File: config.mk
export PLATFORM = sky130hd
export DESIGN_NAME = resource_pool_lock
export DESIGN_NICKNAME = d
export VERILOG_FILES = /design/src/rtl/resource_pool_lock_pkg.sv /design/src/rtl/resource_pool_lock_age_picker.sv /design/src/rtl/resource_pool_lock.sv
export SDC_FILE = /design/constraint.sdc
export NUM_CORES = 1
export LEC_CHECK = 0
export BUFFER_PORTS_ARGS = -buffer_cell sky130_fd_sc_hd__buf_2
export CORE_MARGIN = 4
export CORE_UTILIZATION = 49
export DETAILED_ROUTE_END_ITERATION = 10
export PLACE_DENSITY_LB_ADDON = 0.12
export SKIP_CTS_REPAIR_TIMING = 1
export SLEW_MARGIN = 15
export SYNTH_ARGS = -nofsm -noshare
export SYNTH_HDL_FRONTEND = slang
export SYNTH_SLANG_ARGS = --single-unit
File: constraint.sdc
create_clock -name clk -period 10 [get_ports clk]
set_clock_uncertainty 0.2 [all_clocks]
set_input_delay 2 -clock clk [delete_from_list [all_inputs] [get_ports clk]]
set_output_delay 2 -clock clk [all_outputs]
set_load 0.02 [all_outputs]
File: src/rtl/resource_pool_lock_pkg.sv
`default_nettype none
// ============================================================================
// Module      : resource_pool_lock_pkg
// Description : Shared types and width helpers for the resource pool lock.
//               Holds the per-SIC request bundle (req / issue ID / release
//               pulse) and the helper used to derive select widths.
// Revision    : 1.0 - initial release
// ============================================================================
package resource_pool_lock_pkg;

    // Issue ID width carried in the request bundle.
    localparam int RPL_ID_WIDTH = 4;

    // Request bundle driven by each SIC toward a pool.
    typedef struct packed {
        logic                    req;           // level request
        logic [RPL_ID_WIDTH-1:0] req_issue_id;  // issue ID of the requester
        logic                    release_lock;  // one-cycle release pulse
    } rpl_req_t;

    // Index width for n items, never below one bit.
    function automatic int idx_width(input int n);
        return (n <= 1) ? 1 : $clog2(n);
    endfunction

endpackage
`default_nettype wire

File: src/rtl/resource_pool_lock_age_picker.sv
`default_nettype none
// ============================================================================
// Module      : rpl_age_picker
// Description : Combinational oldest-first selector. Among the pending SICs
//               it returns the one whose issue ID is closest after
//               oldest_issue_id (modulo 2^ID_WIDTH); ties go to the lower
//               SIC index.
// Ports       : i_pending  - candidate mask, one bit per SIC
//               i_ids      - issue ID per SIC
//               i_oldest   - age reference (oldest in-flight issue ID)
//               o_valid    - at least one candidate present
//               o_winner   - index of the selected SIC (0 when none)
// Revision    : 1.0 - initial release
// ============================================================================
module rpl_age_picker
    import resource_pool_lock_pkg::*;
#(
    parameter int NUM_SICS = 4,
    parameter int ID_WIDTH = RPL_ID_WIDTH,
    localparam int SIC_W   = idx_width(NUM_SICS)
) (
    input  logic [NUM_SICS-1:0]               i_pending,
    input  logic [NUM_SICS-1:0][ID_WIDTH-1:0] i_ids,
    input  logic [ID_WIDTH-1:0]               i_oldest,
    output logic                              o_valid,
    output logic [SIC_W-1:0]                  o_winner
);

    logic [ID_WIDTH-1:0] w_age;
    logic [ID_WIDTH-1:0] w_best_age;

    // Linear scan in ascending index; a strict "less than" keeps the lower
    // index on equal age.
    always_comb begin
        o_valid    = 1'b0;
        o_winner   = '0;
        w_best_age = '0;
        w_age      = '0;
        for (int i = 0; i < NUM_SICS; i++) begin
            // Unsigned subtraction wraps, giving the distance past oldest.
            w_age = i_ids[i] - i_oldest;
            if (i_pending[i] && (!o_valid || (w_age < w_best_age))) begin
                o_valid    = 1'b1;
                o_winner   = SIC_W'(i);
                w_best_age = w_age;
            end
        end
    end

endmodule
`default_nettype wire

File: src/rtl/resource_pool_lock.sv
`default_nettype none
// ============================================================================
// Module      : resource_pool_lock
// Description : Lock arbiter for a pool of identical shared resources.
//               Pending SICs are granted free instances oldest-first; a grant
//               is held until the owner pulses release_lock, independent of
//               the owner's req level.
// Ports       : clk             - clock, rising edge
//               rst             - synchronous active-high reset
//               sic_rpl         - per-SIC request bundle
//               oldest_issue_id - age reference for wrap-around ordering
//               grant           - SIC i owns an instance
//               grant_res       - instance owned by SIC i (0 when no grant)
//               res_busy        - instance r has an owner
//               res_owner       - owner of instance r (0 when idle)
// Revision    : 1.0 - initial release
// ============================================================================
module resource_pool_lock
    import resource_pool_lock_pkg::*;
#(
    parameter int NUM_SICS = 4,
    parameter int NUM_RES  = 1,
    parameter int ID_WIDTH = RPL_ID_WIDTH,
    localparam int SIC_W   = idx_width(NUM_SICS),
    localparam int RES_W   = idx_width(NUM_RES)
) (
    input  logic                clk,
    input  logic                rst,
    input  rpl_req_t            sic_rpl [NUM_SICS],
    input  logic [ID_WIDTH-1:0] oldest_issue_id,
    output logic                grant [NUM_SICS],
    output logic [RES_W-1:0]    grant_res [NUM_SICS],
    output logic                res_busy [NUM_RES],
    output logic [SIC_W-1:0]    res_owner [NUM_RES]
);

    // Per-instance lock state; owner is kept at 0 whenever the instance idles.
    logic                r_busy  [NUM_RES];
    logic [SIC_W-1:0]    r_owner [NUM_RES];

    logic [NUM_SICS-1:0]               w_owns;
    logic [NUM_SICS-1:0]               w_pending;
    logic [NUM_SICS-1:0][ID_WIDTH-1:0] w_ids;
    logic [RES_W-1:0]                  w_owned_res [NUM_SICS];
    logic                              w_releasing [NUM_RES];
    logic                              w_free      [NUM_RES];
    logic                              w_take      [NUM_RES];
    logic [SIC_W-1:0]                  w_take_sic  [NUM_RES];

    // Ownership view, release detection and the pending set.
    always_comb begin
        for (int i = 0; i < NUM_SICS; i++) begin
            w_owns[i]      = 1'b0;
            w_owned_res[i] = '0;
            w_ids[i]       = sic_rpl[i].req_issue_id;
        end
        for (int r = 0; r < NUM_RES; r++) begin
            if (r_busy[r]) begin
                w_owns[r_owner[r]]      = 1'b1;
                w_owned_res[r_owner[r]] = RES_W'(r);
            end
        end
        // An owner is never pending, even in its release cycle, so a SIC
        // that releases and requests together is not re-granted that edge.
        for (int i = 0; i < NUM_SICS; i++) begin
            w_pending[i] = sic_rpl[i].req && !w_owns[i];
        end
        // Only the recorded owner's pulse frees an instance.
        for (int r = 0; r < NUM_RES; r++) begin
            w_releasing[r] = r_busy[r] && sic_rpl[r_owner[r]].release_lock;
            w_free[r]      = !r_busy[r] || w_releasing[r];
        end
    end

    // One picker per instance slot. Each slot sees the pending set minus the
    // SICs claimed by lower-indexed free slots, so free instances fill in
    // ascending order with ascending-age requesters.
    for (genvar r = 0; r < NUM_RES; r++) begin : g_slot
        logic [NUM_SICS-1:0] w_mask_in;
        logic                w_valid;
        logic [SIC_W-1:0]    w_winner;

        if (r == 0) begin : g_first
            assign w_mask_in = w_pending;
        end else begin : g_chain
            assign w_mask_in = g_slot[r-1].g_pass.w_mask_out;
        end

        rpl_age_picker #(
            .NUM_SICS (NUM_SICS),
            .ID_WIDTH (ID_WIDTH)
        ) u_picker (
            .i_pending (w_mask_in),
            .i_ids     (w_ids),
            .i_oldest  (oldest_issue_id),
            .o_valid   (w_valid),
            .o_winner  (w_winner)
        );

        assign w_take[r]     = w_free[r] && w_valid;
        assign w_take_sic[r] = w_winner;

        if (r < NUM_RES - 1) begin : g_pass
            logic [NUM_SICS-1:0] w_mask_out;
            assign w_mask_out = w_take[r]
                              ? (w_mask_in & ~(NUM_SICS'(1) << w_winner))
                              : w_mask_in;
        end
    end

    // A new grant takes priority over the release it replaces, which gives
    // the same-edge handover with no idle cycle.
    always_ff @(posedge clk) begin
        if (rst) begin
            for (int r = 0; r < NUM_RES; r++) begin
                r_busy[r]  <= 1'b0;
                r_owner[r] <= '0;
            end
        end else begin
            for (int r = 0; r < NUM_RES; r++) begin
                if (w_take[r]) begin
                    r_busy[r]  <= 1'b1;
                    r_owner[r] <= w_take_sic[r];
                end else if (w_releasing[r]) begin
                    r_busy[r]  <= 1'b0;
                    r_owner[r] <= '0;
                end
            end
        end
    end

    // Outputs decode registered state only.
    always_comb begin
        for (int i = 0; i < NUM_SICS; i++) begin
            grant[i]     = w_owns[i];
            grant_res[i] = w_owned_res[i];
        end
        for (int r = 0; r < NUM_RES; r++) begin
            res_busy[r]  = r_busy[r];
            res_owner[r] = r_owner[r];
        end
    end

endmodule
`default_nettype wire

==> impl_metrics.py, run 1 <==
metrics = {
    "status": {
        "status": "finished, final reports clean",
    },
    "sta": {
        "timing_hold_violations_final": 0,
        "slew_violations": 0,
        "setup_tns_ns": 0,
        "min_period_over_period_pct": 69.11,
        "max_clock_freq_ghz": 0.1447,
        "whs_ns": 0.8161,
        "rsz0062_at_grt": "false",
        "setup_viol": 0,
        "layout_min_cycle_time_ns": 6.911,
        "fin_ws_ns": 3.089,
    },
    "cts": {
        "cts-buffers-inserted": 3,
        "root_buffer": "clkbuf_4",
        "path_clk_slew_ns": 0.04,
        "clock_sinks": 3,
        "ctsHtreeMaxLevel": 1,
        "cts_tree": "yes",
        "clockBufferDepth": 2,
        "clk_latency_ns": 0.23,
    },
    "grt": {
        "busiest_layer": "met2",
        "grt_util_met2_pct": 28.87,
        "gr-total-overflow": 0,
        "antenna_found_initial": 0,
        "grt_max_degree": 11,
        "grt_usage_pct": 15.84,
        "grt_pass1_vias": 1085,
        "grt_util_met1_pct": 20.67,
        "use_met3_pct": 0.6682,
        "grt_pass1_wl_um": 4409,
    },
    "logic_synthesis": {
        "synth_edf_count": 3,
        "synthCells": 140,
        "synth_area_per_cell_um2": 8.651,
        "ys_seq_area_share_pct": 7.438,
        "netlist_area_um2": 1211,
        "yosysTopAreaCellShare_pct": 21.69,
        "netlist_top_cells_area": "ha_1 (22%), edfxtp_1 (7.4%), fa_1 (6.6%), inv_1 (5.9%), a21oi_1 (4.5%)",
        "synth_cell_types": 41,
        "synth_seq_cells": 3,
        "synth_ff_type": "edfxtp_1",
        "async_flop_share_pct": 0,
        "yosys_warnings": 0,
        "synth_largest_area_cell": "ha_1",
    },
    "layout": {
        "multi_input_area_um2": 1012,
        "seq_area_um2": 90.09,
        "diodes": 0,
        "final_nets": 233,
        "fin_cells": 205,
        "num-fill-cells": 216,
        "final_core_util_pct": 62.18,
        "area_delta_synth_final_pct": 16.84,
        "final_layout_size_suffix_gt1_share_pct": 28.25,
        "final_cell_area_um2": 1415,
    },
    "setup_path": {
        "start_kind": "input port",
        "path_class": "input port to flop",
        "crit_fanout": 8,
        "endpoint_kind": "flop",
        "cpPeakStageDelay_ns": 0.31,
        "crit_chain": "buf_2 -> inv_1 -> ha_1 -> a21o_1 -> a21o_1 -> xor2_1 -> inv_1 -> ha_1 -> a21oi_1 -> o21ai_2 -> a21oi_2 -> mux2i_1 -> inv_1 -> ha_1 -> a21o_1 -> a21oi_1 -> o31a_4 -> mux2i_1 -> ha_1 -> a211oi_1 -> nand2_1 -> a311oi_1 -> a21o_1 -> o21a_1",
        "crit_arrival_ns": 6.81,
        "crit_slowest_cell": "a21oi_2",
        "cp.required_ns": 9.90,
    },
    "floorplan": {
        "dieArea_um2": 3331,
        "initial_core_util_pct": 53.22,
        "top_level_ports": 41,
        "num_rows": 17,
        "coreArea_um2": 2276,
        "die_x_um": 57.72,
        "fp.dieH_um": 57.72,
    },
    "power_and_ir_drop": {
        "power.leakage_nw": 0.7368,
        "total_power_uw": 246.8,
        "ir_drop_v": 0.0001959,
        "powerDensity_nw_per_um2": 174.4,
    },
    "place": {
        "dp_cells": 201,
        "dp_slack_ns": 2.821,
        "place_hpwl_um": 2314,
        "place_area_um2": 1389,
        "portBuffers": 36,
        "gp_congestion": 0.7274,
    },
    "worst_hold_path": {
        "holdCritPathClass": "flop to flop",
    },
    "routing": {
        "drt_first_pass_iters": 4,
        "vias_per_cell": 5.429,
        "drc": 0,
        "drt-initial-drc-count": 14,
        "routed_wl_um": 2528,
        "wire_per_inst_um": 12.33,
        "num_vias": 1113,
        "final_antenna_net_count": 0,
    },
    "run": {
        "maxCapViolCount": 0,
    },
}
## state kept, by name (all words and copies together), names as in the netlist
name     flops
r_busy       1
r_owner      2
## metal layers
metal	part of all wire [%]	vias up
li1	-	568
met1	45	523
met2	51	22
met3	3.9	0
met4	0	0
met5	0	-
## cells by family after synthesis
| logic type | share of synthesized area (%) |
|---|---|
| muxes | 6.405 |
| buffers and inverters | 9.918 |
| AOI/OAI and AO/OA | 25.62 |
| and+or+nand+nor | 14.05 |
| DFF | 7.438 |
| xor gates and xnor gates | 7.954 |
| other | 0.3096 |
| adders and majority gates | 28.31 |
## synth_stat cells (2+ instances only)
cell type / number
ha_1: 21
inv_1: 19
a21oi_1: 11
nand2_1: 8
a21o_1: 6
xor2_1: 6
buf_4: 5
nor2_1: 5
xnor2_1: 5
fa_1: 4
mux2i_1: 4
nor2b_1: 4
nor3_1: 4
o21a_1: 4
edfxtp_1: 3
o21ai_0: 3
nand3b_1: 2
nor2b_2: 2
o211ai_1: 2
## cell type report
class                      count  area share (%)
inverter                      19           5.040
sequential                     3           6.366
multi-input combinational    115           71.53
clock buffer                   4           1.857
tap                           28           2.476
timing repair buffer          36           12.73
## worst max-delay path, delay by kind of cell
family | cells | cell delay [ns]
AOI/OAI and AO/OA | 12 | 2.36
xor gates and xnor gates | 1 | 0.18
adders and majority gates | 4 | 1.19
buffers and inverters | 4 | 0.51
muxes | 2 | 0.49
and+or+nand+nor | 1 | 0.09
## power by group
group / switching [mW] / total (mW) / internal, mW
combinational: 0.101 / 0.187 / 0.0855
clock: 0.00589 / 0.0208 / 0.0149
sequential: 0.0172 / 0.0394 / 0.0222
## cell usage in the layout, fill, tap and decap left out, drive strengths merged, types with 2 or more instances in the layout
cell type,synthesis,routed
nand2,8,8
clkbuf,0,4
o211ai,2,2
fa,4,4
nor3b,2,2
buf,6,36
edfxtp,3,3
nor2b,6,6
nor3,4,4
conb,1,4
inv,19,19
mux2i,4,4
nor2,5,5
o21ai,4,4
xnor2,5,5
a21oi,12,12
xor2,6,6
nand3b,2,2
o21a,4,4
ha,21,21
a21o,6,6
## path summary, 6_finish.rpt
kind | from | to | slack (ns) | depth (start not counted)
max | oldest_issue_id[1] | r_owner[0][0]$_SDFFCE_PP0P_ | 3.09 | 24
min | r_busy[0]$_SDFFCE_PP0P_ | r_busy[0]$_SDFFCE_PP0P_ | 0.82 | 2
max reg2reg | r_busy[0]$_SDFFCE_PP0P_ | r_owner[0][0]$_SDFFCE_PP0P_ | 4.90 | 20
min reg2reg | r_busy[0]$_SDFFCE_PP0P_ | r_busy[0]$_SDFFCE_PP0P_ | 0.82 | 2
Note: power is estimated with default switching activity, not from simulation.
==> run 2, diff against run 1 <==
- clock period: 10 -> 6.65 ns (I/O delays scaled with it)
==> impl_metrics.py, run 2 (synthesis results as in run 1) <==
metrics = {
    "cts": {
        "root_buffer": "clkbuf_4",
        "cts_tree": "yes",
        "clock_sinks": 3,
        "clockBufferDepth": 2,
        "path_clk_slew_ns": 0.04,
        "clk_latency_ns": 0.23,
        "ctsHtreeMaxLevel": 1,
        "cts-buffers-inserted": 3,
    },
    "setup_path": {
        "r2r_end": "r_owner[0][0]$_SDFFCE_PP0P_",
        "reg2reg_setup_slack_ns": 1.47,
        "crit_fanout": 7,
        "ff2ff_path_depth": 20,
        "path_class": "input port to flop",
        "start_kind": "input port",
        "endpoint_kind": "flop",
        "rr_startpoint": "r_busy[0]$_SDFFCE_PP0P_",
        "crit_arrival_ns": 6.09,
        "cp.required_ns": 6.55,
    },
    "sta": {
        "min_period_over_period_pct": 93.16,
        "setup_tns_ns": 0,
        "rsz0062_at_grt": "false",
        "fin_ws_ns": 0.4548,
        "slew_violations": 0,
        "whs_ns": 0.8282,
        "timing_hold_violations_final": 0,
        "max_clock_freq_ghz": 0.1614,
        "setup_viol": 0,
        "layout_min_cycle_time_ns": 6.195,
    },
    "layout": {
        "num-fill-cells": 221,
        "final_nets": 234,
        "diodes": 0,
        "largest_reg_flops": 2,
        "seq_area_um2": 90.09,
        "top_regs": "r_owner (2), r_busy (1)",
        "final_cell_area_um2": 1423,
        "mostFrequentLayoutCells": "buf_2 (36), ha_1 (21), inv_1 (19)",
        "area_delta_synth_final_pct": 17.46,
        "regMostFlops": "r_owner",
        "multi_input_area_um2": 1012,
        "final_layout_size_suffix_gt1_share_pct": 28.65,
        "final_common_cell": "buf_2",
    },
    "place": {
        "portBuffers": 36,
        "place_hpwl_um": 2311,
        "gp_congestion": 0.7136,
        "place_area_um2": 1396,
        "dp_slack_ns": 0.2232,
    },
    "status": {
        "status": "finished, final reports clean",
    },
    "routing": {
        "wire_per_inst_um": 12.56,
        "drc": 0,
        "drt-initial-drc-count": 19,
        "drt_first_pass_iters": 4,
        "final_antenna_net_count": 0,
        "routed_wl_um": 2588,
        "num_vias": 1105,
        "vias_per_cell": 5.364,
    },
    "floorplan": {
        "fp.dieH_um": 57.72,
        "die_x_um": 57.72,
        "coreArea_um2": 2276,
        "top_level_ports": 41,
        "num_rows": 17,
        "dieArea_um2": 3331,
        "initial_core_util_pct": 53.22,
    },
    "power_and_ir_drop": {
        "ir_drop_v": 0.0002488,
        "powerDensity_nw_per_um2": 262.3,
        "power.leakage_nw": 0.7416,
        "total_power_uw": 373.2,
    },
    "worst_hold_path": {
        "hold_start": "r_busy[0]$_SDFFCE_PP0P_",
        "hold_depth": 2,
        "hold_end": "r_busy[0]$_SDFFCE_PP0P_",
        "holdCritPathClass": "flop to flop",
    },
    "grt": {
        "grt_max_degree": 11,
        "grt_usage_pct": 16.96,
        "gr-total-overflow": 0,
        "grt_pass1_vias": 1123,
        "grt_pass1_wl_um": 4629,
        "antenna_found_initial": 0,
    },
    "run": {
        "maxCapViolCount": 0,
    },
}
run 2: changes by cell type in the layout (fill, tap and decap cells not counted):
cell | previous run | this run
buf_4 | 0 | 1
run 2: cell type report:
class,instances,share of cell area [%]
clock buffers,4,1.847
inverters,19,5.013
multi-input cells,115,71.15
flip-flops and latches,3,6.332
well taps,28,2.463
repair buffers,37,13.19
run 2: how the worst max path moves through the flow:
stage / from / to / slack (ns) / depth (start not counted)
after CTS: oldest_issue_id[1] / r_owner[0][0]$_SDFFCE_PP0P_ / 0.47 / 24
after detailed placement: oldest_issue_id[1] / r_owner[0][0]$_SDFFCE_PP0P_ / 0.22 / 24
after global placement: oldest_issue_id[1] / r_owner[0][0]$_SDFFCE_PP0P_ / 0.36 / 24
final: oldest_issue_id[1] / r_owner[0][0]$_SDFFCE_PP0P_ / 0.45 / 24
after floorplan: oldest_issue_id[1] / r_owner[0][0]$_SDFFCE_PP0P_ / 0.71 / 23
after global routing: oldest_issue_id[1] / r_owner[0][0]$_SDFFCE_PP0P_ / 0.04 / 24
run 2: metal layers:
metal | GRT usage [%] | share of wire, % | vias to the layer above
li1 | - | - | 569
met1 | 22.33 | 46 | 518
met2 | 29.52 | 50 | 18
met3 | 1.782 | 3.4 | 0
met4 | 3.974 | 0 | 0
met5 | 0 | 0 | -
run 2: power breakdown:
part           internal [mW]  switching (mW)
clock network         0.0224         0.00868
registers             0.0334          0.0277
logic                  0.129           0.152
total                  0.185           0.188
run 2: per-stage QoR:
stage / cells / util (%)
floorplan: 143 / -
global placement: 202 / 61.35
detailed placement: 202 / 61.35
CTS: 206 / 62.51
global route: 206 / 62.51
finish: 206 / 62.51
run 2: worst max-delay path: stages:
cell and delay, ns:
buf_2 0.10, inv_1 0.17, ha_1 0.27, a21o_1 0.18, a21o_1 0.18, xor2_1 0.20
inv_1 0.08, ha_1 0.31, a21oi_1 0.15, o21ai_2 0.11, a21oi_2 0.30, mux2i_1 0.29
inv_1 0.07, ha_1 0.32, a21o_1 0.20, a21oi_1 0.23, o31a_4 0.24, mux2_4 0.31
ha_1 0.20, a211oi_1 0.21, nand2_1 0.09, a311oi_1 0.25, a21o_1 0.16, o21a_1 0.13
==> run 3, diff against run 2 <==
- CORE_UTILIZATION: 49 -> 46
- GPL_TIMING_DRIVEN: default -> 0
- clock period: 6.65 -> 5.1 ns (I/O delays scaled with it)
==> impl_metrics.py, run 3 (synthesis results as in run 1) <==
metrics = {
    "status": {
        "status": "finished with violations",
        "failed_checks": "setup timing",
    },
    "floorplan": {
        "die_x_um": 59.31,
        "initial_core_util_pct": 48.45,
        "coreArea_um2": 2500,
        "dieArea_um2": 3518,
        "fp.dieH_um": 59.31,
        "num_rows": 18,
        "top_level_ports": 41,
    },
    "grt": {
        "grt_pass1_wl_um": 4284,
        "grt_max_degree": 10,
        "grt_pass1_vias": 1040,
        "antenna_found_initial": 0,
        "gr-total-overflow": 0,
        "grt_usage_pct": 15.24,
    },
    "layout": {
        "final_layout_size_suffix_gt1_share_pct": 46.67,
        "diodes": 0,
        "final_nets": 251,
        "area_delta_synth_final_pct": 43.39,
        "top_regs": "r_owner (2), r_busy (1)",
        "final_common_cell": "buf_2",
        "num-fill-cells": 214,
        "largest_reg_flops": 2,
        "regMostFlops": "r_owner",
        "fin_cells": 225,
        "mostFrequentLayoutCells": "buf_2 (35), buf_4 (16), inv_1 (16)",
    },
    "sta": {
        "whs_ns": 0.8383,
        "setup_tns_ns": -0.8539,
        "layout_min_cycle_time_ns": 5.529,
        "min_period_over_period_pct": 108.4,
        "timing_hold_violations_final": 0,
        "rsz0062_at_grt": "true",
        "max_clock_freq_ghz": 0.1809,
        "slew_violations": 0,
        "fin_ws_ns": -0.4289,
        "setup_viol": 2,
    },
    "cts": {
        "clockBufferDepth": 2,
        "clock_sinks": 3,
        "clk_latency_ns": 0.23,
        "cts-buffers-inserted": 3,
        "path_clk_slew_ns": 0.04,
        "cts_tree": "yes",
        "ctsHtreeMaxLevel": 1,
        "root_buffer": "clkbuf_4",
    },
    "routing": {
        "final_antenna_net_count": 0,
        "routed_wl_um": 3095,
        "drc": 0,
        "wire_per_inst_um": 13.76,
        "drt-initial-drc-count": 30,
        "vias_per_cell": 5.151,
        "drt_first_pass_iters": 4,
        "num_vias": 1159,
    },
    "power_and_ir_drop": {
        "p_sw_uw": 296.4,
        "seq_power_share_pct": 8.9,
        "power.leakage_nw": 0.8392,
        "power_frac_comb_pct": 84.5,
        "powerDensity_nw_per_um2": 356.7,
        "ir_drop_v": 0.0003517,
        "internal-power_uw": 323.0,
        "swShare_pct": 47.85,
        "power_frac_clock_pct": 6.6,
    },
    "setup_path": {
        "crit_arrival_ns": 5.31,
        "endpoint_kind": "flop",
        "path_class": "input port to flop",
        "start_kind": "input port",
        "cp.required_ns": 4.88,
        "crit_fanout": 7,
    },
    "worst_hold_path": {
        "holdCritPathClass": "flop to flop",
    },
    "place": {
        "dp_slack_ns": -0.8977,
        "portBuffers": 36,
        "gp_congestion": 0.7418,
        "dp_cells": 209,
        "place_hpwl_um": 2205,
    },
    "run": {
        "maxCapViolCount": 0,
    },
}
==> run 3: cell types whose count changed in the layout (fill, tap and decap cells not counted), moves of 2 or more <==
cell     before  now
xor2_1        6    4
a21oi_2       1    4
inv_2         0    2
ha_4          0    7
inv_1        19   16
a21oi_1      11    7
ha_1         21   13
buf_6         0    3
buf_4         1   16
xor2_2        0    2
==> run 3: worst max-delay path, cell delays in order <==
cell	delay [ns]
buf_6	0.08
clkinvlp_4	0.20
ha_4	0.34
nor2b_4	0.12
o21a_1	0.15
nor3_1	0.05
nand3b_1	0.22
ha_4	0.33
o211ai_1	0.10
o21ai_2	0.26
a21oi_4	0.13
buf_4	0.17
nor2_2	0.12
a21oi_2	0.07
ha_4	0.29
o2111ai_4	0.10
o31a_4	0.40
mux2_4	0.33
ha_4	0.26
o211ai_1	0.09
nand2_1	0.10
a21oi_2	0.05
a21o_1	0.17
o21a_1	0.17
==> run 3: area by class of cell <==
class                      instances  area, um^2  share of cell area [%]
multi-input combinational        115        1179                   67.87
buffer                             6       48.80                   2.810
sequential                         3       90.09                   5.187
clock buffer                       4       26.28                   1.513
inverter                          19       75.07                   4.323
timing repair buffer              48       280.3                   16.14
tap                               30       37.54                   2.161
==> run 3: per-layer routing <==
metal | vias up | track usage [%] | wire length (um)
li1 | 601 | - | -
met1 | 544 | 20.61 | 1276
met2 | 12 | 26.05 | 1757
met3 | 2 | 1.525 | 53
met4 | 0 | 3.236 | 8
met5 | - | 0 | 0
==> run 3: stage by stage <==
step	total power, mW	util (%)	area, um^2
2_1_floorplan	0.3879	-	1264
4_1_cts	0.5185	60.31	1508
6_report	0.6194	69.47	1737
3_3_place_gp	0.4661	59.26	1481
5_1_grt	0.6712	69.47	1737
3_5_place_dp	0.4750	59.26	1481
==> run 3: worst paths after layout <==
check                                   start                          end  slack, ns  cells after the start
setup reg to reg      r_busy[0]$_SDFFCE_PP0P_  r_owner[0][1]$_SDFFCE_PP0P_       0.19                     20
hold reg to reg   r_owner[0][0]$_SDFFCE_PP0P_      r_busy[0]$_SDFFCE_PP0P_       0.84                      4
hold / removal    r_owner[0][0]$_SDFFCE_PP0P_      r_busy[0]$_SDFFCE_PP0P_       0.84                      4
setup / recovery           oldest_issue_id[1]  r_owner[0][1]$_SDFFCE_PP0P_      -0.43                     24
==> run 3: power groups by stage <==
stage          Sequential (mW)  Clock (mW)  Combinational [mW]
3_3_place_gp            0.0550           0               0.411
3_5_place_dp            0.0559           0               0.419
5_1_grt                 0.0583      0.0442               0.569
6_report                0.0554      0.0409               0.523
4_1_cts                 0.0555      0.0421               0.421
2_1_floorplan           0.0689           0               0.319
